`config.mk`:
```
export PLATFORM = sky130hd
export DESIGN_NAME = d0_drain_ctrl
export DESIGN_NICKNAME = d
export VERILOG_FILES = /design/src/rtl/d0_drain_pkg.sv /design/src/rtl/d0_drain_ctrl_skid.sv /design/src/rtl/d0_drain_ctrl.sv
export SDC_FILE = /design/constraint.sdc
export NUM_CORES = 1
export LEC_CHECK = 0
export BUFFER_PORTS_ARGS = -buffer_cell sky130_fd_sc_hd__buf_2
export CAP_MARGIN = 20
export CORE_UTILIZATION = 41
export DETAILED_ROUTE_END_ITERATION = 10
export SLEW_MARGIN = 15
export SYNTH_ARGS = -nofsm -noshare
export SYNTH_HDL_FRONTEND = slang
export SYNTH_SLANG_ARGS = --single-unit
```
`constraint.sdc`:
```
create_clock -name clk -period 3.2 [get_ports clk]
set_input_delay 0.16 -clock clk [delete_from_list [all_inputs] [get_ports clk]]
set_output_delay 0.16 -clock clk [all_outputs]
set_load 0.02 [all_outputs]
```
`src/rtl/d0_drain_pkg.sv`:
```
// d0_drain_pkg: shared FSM encodings and skid depth for the D0 drain controller.
package d0_drain_pkg;
    localparam logic [1:0] ST_IDLE   = 2'd0;
    localparam logic [1:0] ST_ACTIVE = 2'd1;
    localparam logic [1:0] ST_STALL  = 2'd2;
    localparam logic [1:0] ST_DRAIN  = 2'd3;
    localparam int SKID_DEPTH = 2;
endpackage

```
`src/rtl/d0_drain_ctrl_skid.sv`:
```
// skid_buf2: 2-entry fall-through buffer; an empty buffer passes din straight to dout.
module skid_buf2 #(
    parameter int BW = 6
) (
    input  logic          clk,
    input  logic          reset,
    input  logic          wr,
    input  logic [BW-1:0] din,
    input  logic          rd,
    output logic [BW-1:0] dout,
    output logic [1:0]    occ,
    output logic          overflow
);
    logic [BW-1:0] r_mem [2];
    logic          r_head;
    logic [1:0]    r_occ;
    logic          w_store, w_pop, w_tail;
    // a word read in the same cycle it arrives into an empty buffer is never stored
    assign w_store  = wr & (r_occ != 2'd0 | !rd) & !(r_occ == 2'd2 & !rd);
    assign w_pop    = rd & (r_occ != 2'd0);
    assign w_tail   = r_head ^ r_occ[0];
    assign overflow = wr & (r_occ == 2'd2) & !rd;
    assign dout     = (r_occ == 2'd0) ? din : r_mem[r_head];
    assign occ      = r_occ;
    always_ff @(posedge clk) begin
        if (w_store) r_mem[w_tail] <= din;
    end
    always_ff @(posedge clk) begin
        if (reset) begin
            r_head <= 1'b0;
            r_occ  <= 2'd0;
        end else begin
            if (w_pop) r_head <= ~r_head;
            r_occ <= r_occ + {1'b0, w_store} - {1'b0, w_pop};
        end
    end
endmodule

```
`src/rtl/d0_drain_ctrl.sv`:
```
// d0_drain_ctrl: pops the D0 FIFO under a credit rule and presents words on a valid/ready port.
module d0_drain_ctrl
    import d0_drain_pkg::*;
#(
    parameter int BW     = 6,
    parameter int CW     = 8,
    parameter int RD_LAT = 1
) (
    input  logic          clk,
    input  logic          reset,
    input  logic          enable,
    input  logic          D0_empty,
    input  logic          D0_almost_empty,
    input  logic          D0_error_output,
    input  logic [BW-1:0] D0_data_out,
    output logic          D0_rd,
    output logic [BW-1:0] out_data,
    output logic          out_valid,
    input  logic          out_ready,
    output logic [CW-1:0] drained_count,
    output logic          busy,
    output logic          error
);
    generate
        if (RD_LAT != 1) begin : g_bad_rd_lat
            $error("d0_drain_ctrl supports RD_LAT=1 only");
        end
    endgenerate
    logic [1:0]    r_state, w_next, w_occ;
    logic          r_inflight, w_pop, w_ovf, w_go, w_pend, w_full, w_unused;
    logic [BW-1:0] w_dout;
    assign w_unused  = D0_almost_empty;
    assign out_valid = (w_occ != 2'd0) | r_inflight;
    assign w_pop     = out_valid & out_ready;
    assign out_data  = out_valid ? w_dout : '0;
    assign busy      = r_state != ST_IDLE;
    assign w_go      = enable & !D0_empty;
    assign w_pend    = r_inflight | (w_occ != 2'd0);
    assign w_full    = w_occ == 2'(SKID_DEPTH);
    // a word popped downstream this cycle frees one credit for a new read
    assign D0_rd = !reset & w_go &
                   (({1'b0, w_occ} + {2'b0, r_inflight}) < (3'(SKID_DEPTH) + {2'b0, w_pop}));
    assign w_next = (r_state == ST_IDLE)   ? (w_go ? ST_ACTIVE : ST_IDLE) :
                    (r_state == ST_ACTIVE) ? ((w_full & !out_ready) ? ST_STALL :
                                              !w_go ? (w_pend ? ST_DRAIN : ST_IDLE) : ST_ACTIVE) :
                    (r_state == ST_STALL)  ? (out_ready ? ST_ACTIVE : ST_STALL) :
                    w_go ? ST_ACTIVE : w_pend ? ST_DRAIN : ST_IDLE;
    skid_buf2 #(.BW(BW)) u_skid (
        .clk      (clk),
        .reset    (reset),
        .wr       (r_inflight),
        .din      (D0_data_out),
        .rd       (out_ready),
        .dout     (w_dout),
        .occ      (w_occ),
        .overflow (w_ovf)
    );
    always_ff @(posedge clk) begin
        if (reset) begin
            r_state       <= ST_IDLE;
            r_inflight    <= 1'b0;
            drained_count <= '0;
            error         <= 1'b0;
        end else begin
            r_state    <= w_next;
            r_inflight <= D0_rd;
            if (w_pop) drained_count <= drained_count + 1'b1;
            if (D0_error_output | (D0_rd & D0_empty) | w_ovf) error <= 1'b1;
        end
    end
endmodule
```
==> metrics.txt <==
setup repair bufs after CTS 0; Synth Register Bits 28; CTS Buf Count 3; core area 3050 um^2; starting density of the core 43.2%; max incr delay on CP 0.69 ns; Avg Cell Area, Syn 10.3 um^2; status completed; H-tree depth 1; max cap viols 0; clk slew on worst S/H paths 0.14 ns; Peak VDD IR 0.258 mV; routed len/inst 12.2 um; cts repair resizes 0; Power Total 1.01 mW; reg2reg start u_skid.occ[1]; Site Rows 20; min-delay src D0_data_out[1]; clk root buf clkbuf_4; clk_skew 0.00150 ns; Final Core Density 50.2%; die footprint 3450 um^2; Design Area, Final 1530 um^2; r2r worst-path depth 8; worst-path fanout max 11; reg2reg setup slack 1.34 ns; Layout area overhead 16.1%; via count 1015; Worst Setup Start Kind flop; unrepaired setup endpoints after global routing false; setup TNS 0 ns; Critical Path AT 1.97 ns; Worst Max-Slew Pin Slew 0.712 ns; Placement Cell Area 1480 um^2; final worst path period need 2.13 ns; crit end category output pin; hpwl dp 1.72 mm; CP required 3.04 ns; period utilization 66.5%; share of post-route cells with drive strength above 1 24.7%; WL final 2.41 mm; largest net degree at the start of global routing 17; diode count 0; WHS Path Cells 1; Synth cell types 34; Antenna Nets Post-Route 0; worst hold margin 0.0297 ns; 1st-iter DRT viols 34; Max-slew headroom 52.2%; pwr/cell area 661 nW/um^2; WS Path Type reg2out; Synth warnings 0; clock sink total 28; FF-to-FF End u_skid.occ[1]; first-pass GRT wire length 3.81 mm; final setup fails 0; Final Hold Violating Endpoints 0; global placer's final weighted congestion 0.706; CP Buf/Inv Count 1; 1st-pass router iterations 4; initial antenna violation count 0; GRT overflow 0; worst hold endpoint u_skid.r_mem[1][1]; dpl cells 194; CTS Hold Buffers Added 0; drt via density 5.13; Non-Filler Instances 198; clock latency on the worst-skew pair 0.32 ns; synth top area cells edfxtp_1, dfxtp_1, ha_1; number of I/O pins 31; global-route usage over all layers 15.0%; pins over their slew limit 0; P_leak 0.631 nW; syn_nets 146; I/O Buffers 29; sequential share of the synthesized area 51.6%; worst setup margin 1.07 ns; CTS tree built; vias in the first global route 851; DRC 0; Synth Cell Area 1320 um^2; Max Buffers Root-to-Sink 2; synthesized netlist cell count 128; pre-CTS WS 1.38 ns; area leader, netlist edfxtp_1; fmax 470 MHz; top cell type's share of synthesized area 27.3%; Vert. Die Dim 58.7 um; Hold/Removal Path Class in2reg; CP top delay family compound AO/OA/AOI/OAI gates; worst path cell trace o31ai_2 > o21ai_0 > nor4b_1 > buf_2; slowest stage cell, crit path o31ai_2; die width 58.7 um; nets 173
[where the power goes]
group	leakage, nW	total [mW]	internal (mW)	switching [mW]
Combinational	0.364	0.306	0.122	0.184
Sequential	0.239	0.480	0.415	0.0654
Clock	0.0279	0.226	0.127	0.0994
[cell usage in the layout (no fill, tap or decap), types with 5 or more instances in the layout]
cell	netlist	final
nand2_1	6	6
mux2i_1	6	6
o21ai_0	12	12
dfxtp_1	16	16
a21oi_1	9	9
ha_1	5	5
inv_1	8	8
xor2_1	5	5
edfxtp_1	12	12
nand3_1	9	9
buf_2	2	29
nor2_1	7	7
[final cells by class]
cell class                 instances  area (um^2)
timing repair buffer              29          145
tap                               44         55.1
multi-input combinational         85          568
sequential                        28          681
clock inverter                     1         30.0
clock buffer                       3         22.5
inverter                           8         30.0
fill                             305         1520
[sequential cells by signal, indices dropped and copies added, names as in the netlist, named ones only]
register	flops
drained_count	8
error	1
r_inflight	1
r_state	2
u_skid.occ	2
u_skid.r_head	1
u_skid.r_mem	12
[worst max-delay path by stage]
stage	start	end	slack, ns	cells past startpoint
2_1_floorplan	u_skid.occ[0]	D0_rd	1.46	5
3_3_place_gp	u_skid.occ[1]	u_skid.occ[1]	1.43	8
3_5_place_dp	u_skid.occ[1]	u_skid.occ[1]	1.38	8
4_1_cts	r_inflight	D0_rd	1.02	4
5_1_grt	r_inflight	D0_rd	0.83	4
6_report	u_skid.occ[1]	D0_rd	1.07	4
[Yosys cell counts]
library cell  count
buf_6             1
ha_1              5
buf_2             2
nor3_1            2
or3_1             1
inv_1             8
nand4_1           1
xnor2_1           1
a21oi_1           9
and2_1            1
and4bb_2          1
mux2i_1           6
o31ai_2           1
nand2b_1          1
o311ai_0          1
o31ai_1           3
nor2b_1           2
edfxtp_1         12
nand3_1           9
o21ai_0          12
o221a_2           1
or3_2             1
nor2_1            7
nand2_1           6
and4_1            1
a211oi_1          1
clkbuf_1          3
or2_2             1
xor2_1            5
nor4b_1           2
o31a_1            1
or4_1             3
dfxtp_1          16
buf_4             1
[metal layers]
layer  routed length (um)  up-vias  part of all wire (%)  global-route usage, %
met3                   85        4                   3.5                   2.64
met2                 1070       21                    44                   23.8
met4                   42        0                   1.7                   7.14
met5                    0        -                     0                      0
met1                 1220      474                    50                   19.8
li1                     -      516                     -                      -
[logic make-up (layout without fill, tap and decap cells)]
| family | Yosys count | count (layout) | synth area share (%) |
|---|---|---|---|
| fa+ha+maj | 5 | 5 | 4.74 |
| mux | 6 | 6 | 4.55 |
| flops | 28 | 28 | 51.6 |
| simple gates | 39 | 39 | 16.4 |
| xor+xnor | 6 | 6 | 3.98 |
| compound gates | 29 | 29 | 13.4 |
| buf+inv | 15 | 41 | 5.31 |
No activity file was read; power rests on OpenSTA's default activity.
